===== src/rtl/sram_in_arbiter.sv =====
// Single-port arbiter in front of the input SRAM: shares the port between the
// activation-loader writer and the L0-feed reader with round-robin on contention,
// tracks written entries and holds back reads of entries never written.
module sram_in_arbiter #(
    parameter int unsigned SRAM_BIT = 64,
    parameter int unsigned ADDR_W   = 4,
    parameter int unsigned DEPTH    = 16
) (
    input  logic                clk,
    input  logic                reset_n,
    input  logic                clear,
    input  logic                wr_valid,
    input  logic [ADDR_W-1:0]   wr_addr,
    input  logic [SRAM_BIT-1:0] wr_data,
    output logic                wr_ready,
    input  logic                rd_valid,
    input  logic [ADDR_W-1:0]   rd_addr,
    output logic                rd_ready,
    output logic                rdata_valid,
    output logic [SRAM_BIT-1:0] rdata,
    output logic [ADDR_W:0]     fill_cnt,
    output logic                full,
    output logic                sram_CEN,
    output logic                sram_WEN,
    output logic [ADDR_W-1:0]   sram_A,
    output logic [SRAM_BIT-1:0] sram_D,
    input  logic [SRAM_BIT-1:0] sram_Q
);

    localparam int unsigned CNT_W = ADDR_W + 1;

    logic [DEPTH-1:0] written_q, written_d;
    logic [CNT_W-1:0] fill_q, fill_d;
    logic             last_wr_q, last_wr_d;
    logic             rdata_valid_q;

    logic             wr_elig, rd_elig, wr_grant, rd_grant, contested, full_c;

    assign full_c = (fill_q == CNT_W'(DEPTH));

    // Eligibility and round-robin grant; nothing is granted while in reset
    always_comb begin
        wr_elig   = reset_n && wr_valid && !clear;
        rd_elig   = reset_n && rd_valid && !clear && written_q[rd_addr];
        contested = wr_elig && rd_elig;
        wr_grant  = wr_elig && (!rd_elig || !last_wr_q);
        rd_grant  = rd_elig && (!wr_elig || last_wr_q);
    end

    // SRAM port drive from the grant
    always_comb begin
        sram_CEN = 1'b1;
        sram_WEN = 1'b1;
        sram_A   = '0;
        if (wr_grant) begin
            sram_CEN = 1'b0;
            sram_WEN = 1'b0;
            sram_A   = wr_addr;
        end else if (rd_grant) begin
            sram_CEN = 1'b0;
            sram_A   = rd_addr;
        end
    end

    // Next-state for the written bitmap, fill counter and contention flag
    always_comb begin
        written_d = written_q;
        fill_d    = fill_q;
        last_wr_d = last_wr_q;
        if (contested) begin
            last_wr_d = wr_grant;
        end
        if (clear) begin
            written_d = '0;
            fill_d    = '0;
        end else if (wr_grant) begin
            written_d[wr_addr] = 1'b1;
            if (!written_q[wr_addr] && !full_c) begin
                fill_d = fill_q + CNT_W'(1);
            end
        end
    end

    // State registers; reset drops any in-flight read response
    always_ff @(posedge clk or negedge reset_n) begin
        if (!reset_n) begin
            written_q     <= '0;
            fill_q        <= '0;
            last_wr_q     <= 1'b0;
            rdata_valid_q <= 1'b0;
        end else begin
            written_q     <= written_d;
            fill_q        <= fill_d;
            last_wr_q     <= last_wr_d;
            rdata_valid_q <= rd_grant;
        end
    end

    assign wr_ready    = wr_grant;
    assign rd_ready    = rd_grant;
    assign rdata_valid = rdata_valid_q;
    assign rdata       = sram_Q;
    assign fill_cnt    = fill_q;
    assign full        = full_c;
    assign sram_D      = wr_data;

endmodule


===== config.mk =====
export PLATFORM = sky130hd
export DESIGN_NAME = sram_in_arbiter
export DESIGN_NICKNAME = d
export VERILOG_FILES = /design/src/rtl/sram_in_arbiter.sv
export SDC_FILE = /design/constraint.sdc
export NUM_CORES = 1
export LEC_CHECK = 0
export CAP_MARGIN = 20
export CORE_AREA = 2 2 111 113
export DETAILED_ROUTE_END_ITERATION = 8
export DIE_AREA = 0 0 113 115
export PLACE_DENSITY = 0.73
export SYNTH_ARGS = -nofsm -noshare
export SYNTH_HDL_FRONTEND = slang
export SYNTH_SLANG_ARGS = --single-unit
export TNS_END_PERCENT = 30

===== constraint.sdc =====
create_clock -name clk -period 5.15 [get_ports clk]
set_input_delay 0.7725 -clock clk [delete_from_list [all_inputs] [get_ports clk]]
set_output_delay 0.7725 -clock clk [all_outputs]
set_load 0.005 [all_outputs]

# ---- Word-level counts from Yosys, hierarchy flattened
# Cells that the tools add are included.
dict set report totals {
  word_cells 47
  in_bits 141
  output_inout_bits 143
  regBits 23
}
dict set report classes {
  add_sub_neg 1
  n_reduce_logical 21
  bitwise_logic 1
  order_cmp 3
  n_mux 16
  n_eq_ne 1
}
# cell count
set op_table {}
lappend op_table {{two-way mux 16 bit} 2}
lappend op_table {{OR 16 bit} 1}
lappend op_table {{two-way mux 5 bit} 3}
lappend op_table {{logical AND 1 bit} 10}
lappend op_table {{less-than comparator 4 x 5 -> 1 bit (second input constant)} 2}
lappend op_table {{binary-select mux 1 bit (select 4 bit)} 2}
lappend op_table {{two-way mux 4 bit} 2}
lappend op_table {{logical NOT 1 bit} 6}
lappend op_table {{two-way mux 1 bit} 6}
lappend op_table {{adder 5 x 1 -> 5 bit (second input constant)} 1}
lappend op_table {{equality test 5 bit (second input constant)} 1}
lappend op_table {{demux 1 bit (select 4 bit)} 1}
lappend op_table {{>= comparator 4 x 1 -> 1 bit (second input constant)} 1}
lappend op_table {{nonzero test 2 bit} 2}
lappend op_table {{logical OR 1 bit} 2}
lappend op_table {{AND reduction 2 bit} 1}

# ---- Logic depth before layout (Yosys ltp)
# Gate-level depths: netlist of run 1.
dict set report depth {
  word_depth 8
  mapped_depth 9
  depth_no_buf 8
}

# ---- Worst setup path after synthesis of run 1
# Ideal clock, no wire load.
dict set report synth_path {
  path_type {in2out}
  start {in rd_addr[2]}
  end {out sram_A[1]}
  path_slack_ps 1751
  path_stages 6
  path_buffers 1
  arrival_ps 2626
  required_ps 4378
  path_cell_list {clkbuf_1 -> inv_1 -> o32ai_1 -> o311ai_0 -> nor4b_2 -> mux2_2}
}
dict set report synth_between {
  word_cells_on_any_way 9
  cone_classes {mux: 4; reduce/logical: 5}
}
# item line_no
set synth_lines {}
lappend synth_lines {{start, declared} 17} ;# input logic [ADDR_W-1:0] rd_addr,
lappend synth_lines {{binary-select mux 1 bit (select 4 bit)} 44} ;# rd_elig = reset_n && rd_valid && !clear && written_q[rd_addr];
lappend synth_lines {{two-way mux 1 bit (not written as such)} 44}
lappend synth_lines {{logical AND 1 bit} 44}
lappend synth_lines {{logical AND 1 bit} 47} ;# rd_grant = rd_elig && (!wr_elig || last_wr_q);
lappend synth_lines {{named net rd_ready} 18} ;# output logic rd_ready,
lappend synth_lines {{two-way mux 4 bit} 59} ;# end else if (rd_grant) begin
lappend synth_lines {{two-way mux 4 bit} 55} ;# if (wr_grant) begin
lappend synth_lines {{end, declared} 25} ;# output logic [ADDR_W-1:0] sram_A,
# The timed path passes the listed nets, and every way through them passes these cells. The select of a mux whose other input is x is not followed.

# ---- Worst setup path after layout of run 1
dict set report layout_path {
  start {in rd_addr[2]}
  end {out sram_A[1]}
}
dict set report layout_between {
  elab_chain_len 7
  word_cells_on_any_way 9
  cone_classes {mux: 4; reduce/logical: 5}
}
# item line_no
set layout_lines {}
lappend layout_lines {{binary-select mux 1 bit (select 4 bit) (*)} 44}
lappend layout_lines {{two-way mux 1 bit (not written as such) (*)} 44}
lappend layout_lines {{logical AND 1 bit (*)} 44}
lappend layout_lines {{logical NOT 1 bit} 46} ;# wr_grant = wr_elig && (!rd_elig || !last_wr_q);
lappend layout_lines {{logical OR 1 bit} 46}
lappend layout_lines {{logical AND 1 bit} 46}
lappend layout_lines {{two-way mux 4 bit (*)} 55}
# Every way passes the cells marked *; elsewhere a longest branch is shown, timed or not. The select of a mux whose other input is x is not followed.

==> results of run 1 <==
report_power, final:
group / total (uW) / internal, uW / switching (uW)
Sequential: 193 / 186 / 6.64
Clock: 176 / 106 / 70.8
Combinational: 59.2 / 27.1 / 32.1
worst max-delay path: cells and delay by family:
kind / cells / cell delay, ps
compound gates: 2 / 700
simple gates: 1 / 750
mux: 1 / 410
buf+inv: 3 / 1200
worst min path at each step:
stage                 startpoint      endpoint  slack (ps)  cells past startpoint
finish              written_q[2]  written_q[2]         530                      2
floorplan           written_q[5]  written_q[5]         470                      2
detailed placement  written_q[2]  written_q[2]         520                      2
global route           last_wr_q     last_wr_q         540                      1
CTS                 written_q[2]  written_q[2]         530                      2
global placement       last_wr_q     last_wr_q         520                      1
stage by stage:
step	total power [uW]	std cells	cell area, sq um
after floorplan	307	275	2370
after global placement	255	314	1840
after detailed placement	256	314	1840
after CTS	437	318	1920
after global routing	452	318	1920
final	428	319	1920
flip-flops by register name, summed over array words and instances, names as in the netlist:
| register | cells |
|---|---|
| written_q | 16 |
| fill_cnt | 5 |
| last_wr_q | 1 |
| rdata_valid | 1 |
kinds of logic after synthesis:
kind of cell | synth area share
simple gates | 0.121
fa+ha+maj | 0.0106
xor+xnor | 0.00740
buf+inv | 0.439
flops | 0.243
compound gates | 0.0803
mux | 0.0988
per-layer routing:
layer  vias up  track usage  part of all wire
met1       656       0.0810              0.33
met2        93        0.129              0.50
met5         -            0                 0
met4         0       0.0569             0.039
met3        40       0.0448              0.14
li1        577            -                 -
layout by cell type (no fill, tap or decap), types with 2 or more instances in the layout:
cell type        instances
nand3b_1                 2
mux2i_1                 11
o21ai_0                  4
dfrtp_1                 23
a21oi_1                  3
nand3_1                  5
nor2b_1                  5
clkdlybuf4s50_1         27
ha_1                     2
buf_4                    3
o32ai_1                  2
nor2_1                  22
nand2_1                  6
mux2_2                   5
mux4_2                   3
a31oi_1                 16
or3_1                    3
clkbuf_16                3
inv_1                    8
and2_1                   2
final cells by class:
cell class | count | area share
Inverter | 8 | 0.0156
Sequential cell | 23 | 0.300
Multi-Input combinational cell | 106 | 0.392
Timing Repair Buffer | 30 | 0.152
Tap cell | 147 | 0.0958
Clock inverter | 1 | 0.00391
Clock buffer | 3 | 0.0391
Antenna cell | 1 | 0.00130
==> results.sh, run 1 <==
export IMPL_port_buffers=27
export IMPL_core_area_sq_um=11800
export IMPL_area_delta_synth_final_pct=-18.9
export IMPL_r2r_slack_ps=2610
export IMPL_period_share=0.894
export IMPL_dr_pass1_iters=9
export IMPL_post_cts_setup_buffer_count=0
export IMPL_fmax_ghz=0.217
export IMPL_fin_nets=315
export IMPL_finClkSkew_ps=2.06
export IMPL_critPathLaunchType="primary input"
export IMPL_crit_top_cell="clkdlybuf4s50_1"
export IMPL_synth_top_area_cell="buf_4"
export IMPL_synthTopCellsByCount="buf_4, dfrtp_1, nor2_1"
export IMPL_fp_dieH_microns=115
export IMPL_drt_iter0_markers=113
export IMPL_worstReg2RegEnd="fill_cnt[4]"
export IMPL_tns_ps=0
export IMPL_ant_nets=0
export IMPL_synth_edf_count=0
export IMPL_status="complete, but fails checks"
export IMPL_period_needed_ps=4610
export IMPL_netlist_top_cells_area="buf_4, dfrtp_1, mux2i_1"
export IMPL_grt_pass1_vias=1344
export IMPL_critical_path_max_fanout=6
export IMPL_ys_flop_type="dfrtp_1"
export IMPL_ff2ff_path_depth=6
export IMPL_cp_endpoint="sram_A[1]"
export IMPL_routabilityCongestion=0.841
export IMPL_synth_fp_nets=418
export IMPL_ys_async_sr_fraction=1.00
export IMPL_cts_resized=0
export IMPL_synth_seq_cells=23
export IMPL_layout_area_seq_sq_um=576
export IMPL_n_fill_cell=1325
export IMPL_setup_ws_ps=545
export IMPL_cts_sinks=23
export IMPL_critPathKind="in -> out"
export IMPL_hold_violations=0
export IMPL_yosysMostFrequentCell="buf_4"
export IMPL_avgSynthCellArea_sq_um=8.61
export IMPL_path_clk_slew_ps=60
export IMPL_grt_use_total=0.0811
export IMPL_final_core_util=0.163
export IMPL_overflow=0
export IMPL_dpl_hpwl_mm=4.36
export IMPL_placement_rows=40
export IMPL_drive_gt1_frac=0.0994
export IMPL_worst_pin_slew_ps=785
export IMPL_cts_buffer_depth=2
export IMPL_drv_slew=0
export IMPL_cp_cell_sequence="clkdlybuf4s50_1 -> inv_1 -> o32ai_1 -> o311ai_0 -> nor4b_2 -> mux2_2 -> clkdlybuf4s50_1"
export IMPL_worst_hold_path_type="reg -> reg"
export IMPL_violations="design-rule violations"
export IMPL_ioPinCount=284
export IMPL_design_die_area_sq_um=13000
export IMPL_finalSetupViolations=0
export IMPL_wl_per_cell_microns=17.1
export IMPL_r2r_start="written_q[6]"
export IMPL_place_ws_ps=540
export IMPL_cts_buffers=3
export IMPL_wirelength_mm=5.44
export IMPL_peakVddDrop_mv=0.104
export IMPL_crit_arrival_ps=3830
export IMPL_viasPerCell=4.28
export IMPL_holdWs_ps=532
export IMPL_synth_area_sq_um=2370
export IMPL_leakagePower_uw=0.000750
export IMPL_crit_start="rd_addr[2]"
export IMPL_cts_tree="built"
export IMPL_drc_errors=36
export IMPL_initial_utilization=0.200
export IMPL_slew_headroom=0.470
export IMPL_htreeDepth=1
export IMPL_yosysWarnings=0
export IMPL_endpoint_kind="primary output"
export IMPL_worst_ep_required_time_ps=4380
export IMPL_multi_input_area_sq_um=753
export IMPL_rsz0062_at_grt="false"
export IMPL_yosys_area_top_type_share=0.406
export IMPL_critPathMaxStageDelay_ps=750
export IMPL_grt_start_max_net_pins=27
export IMPL_worst_skew_pair_late_latency_ps=260
export IMPL_antenna_found_initial=1
export IMPL_grt_first_pass_wirelength_mm=7.98
export IMPL_ys_types=37
export IMPL_die_x_microns=113
export IMPL_cts_root_buf="clkbuf_16"
export IMPL_slowest_stage="nor4b_2"
export IMPL_syn_inst=275
export IMPL_holdBufCountCts=0
export IMPL_seq_area_frac_synth=0.243
export IMPL_num_vias=1366
export IMPL_power_density_nw_per_um2=223
export IMPL_cap_violations=0
Power figures use the tool's default switching activity.
==> inputs of run 2 (changes only) <==
SLEW_MARGIN = 10   (was unset)
==> results of run 2 <==
The final DEF is identical to that of run 1; final timing and power are the same.
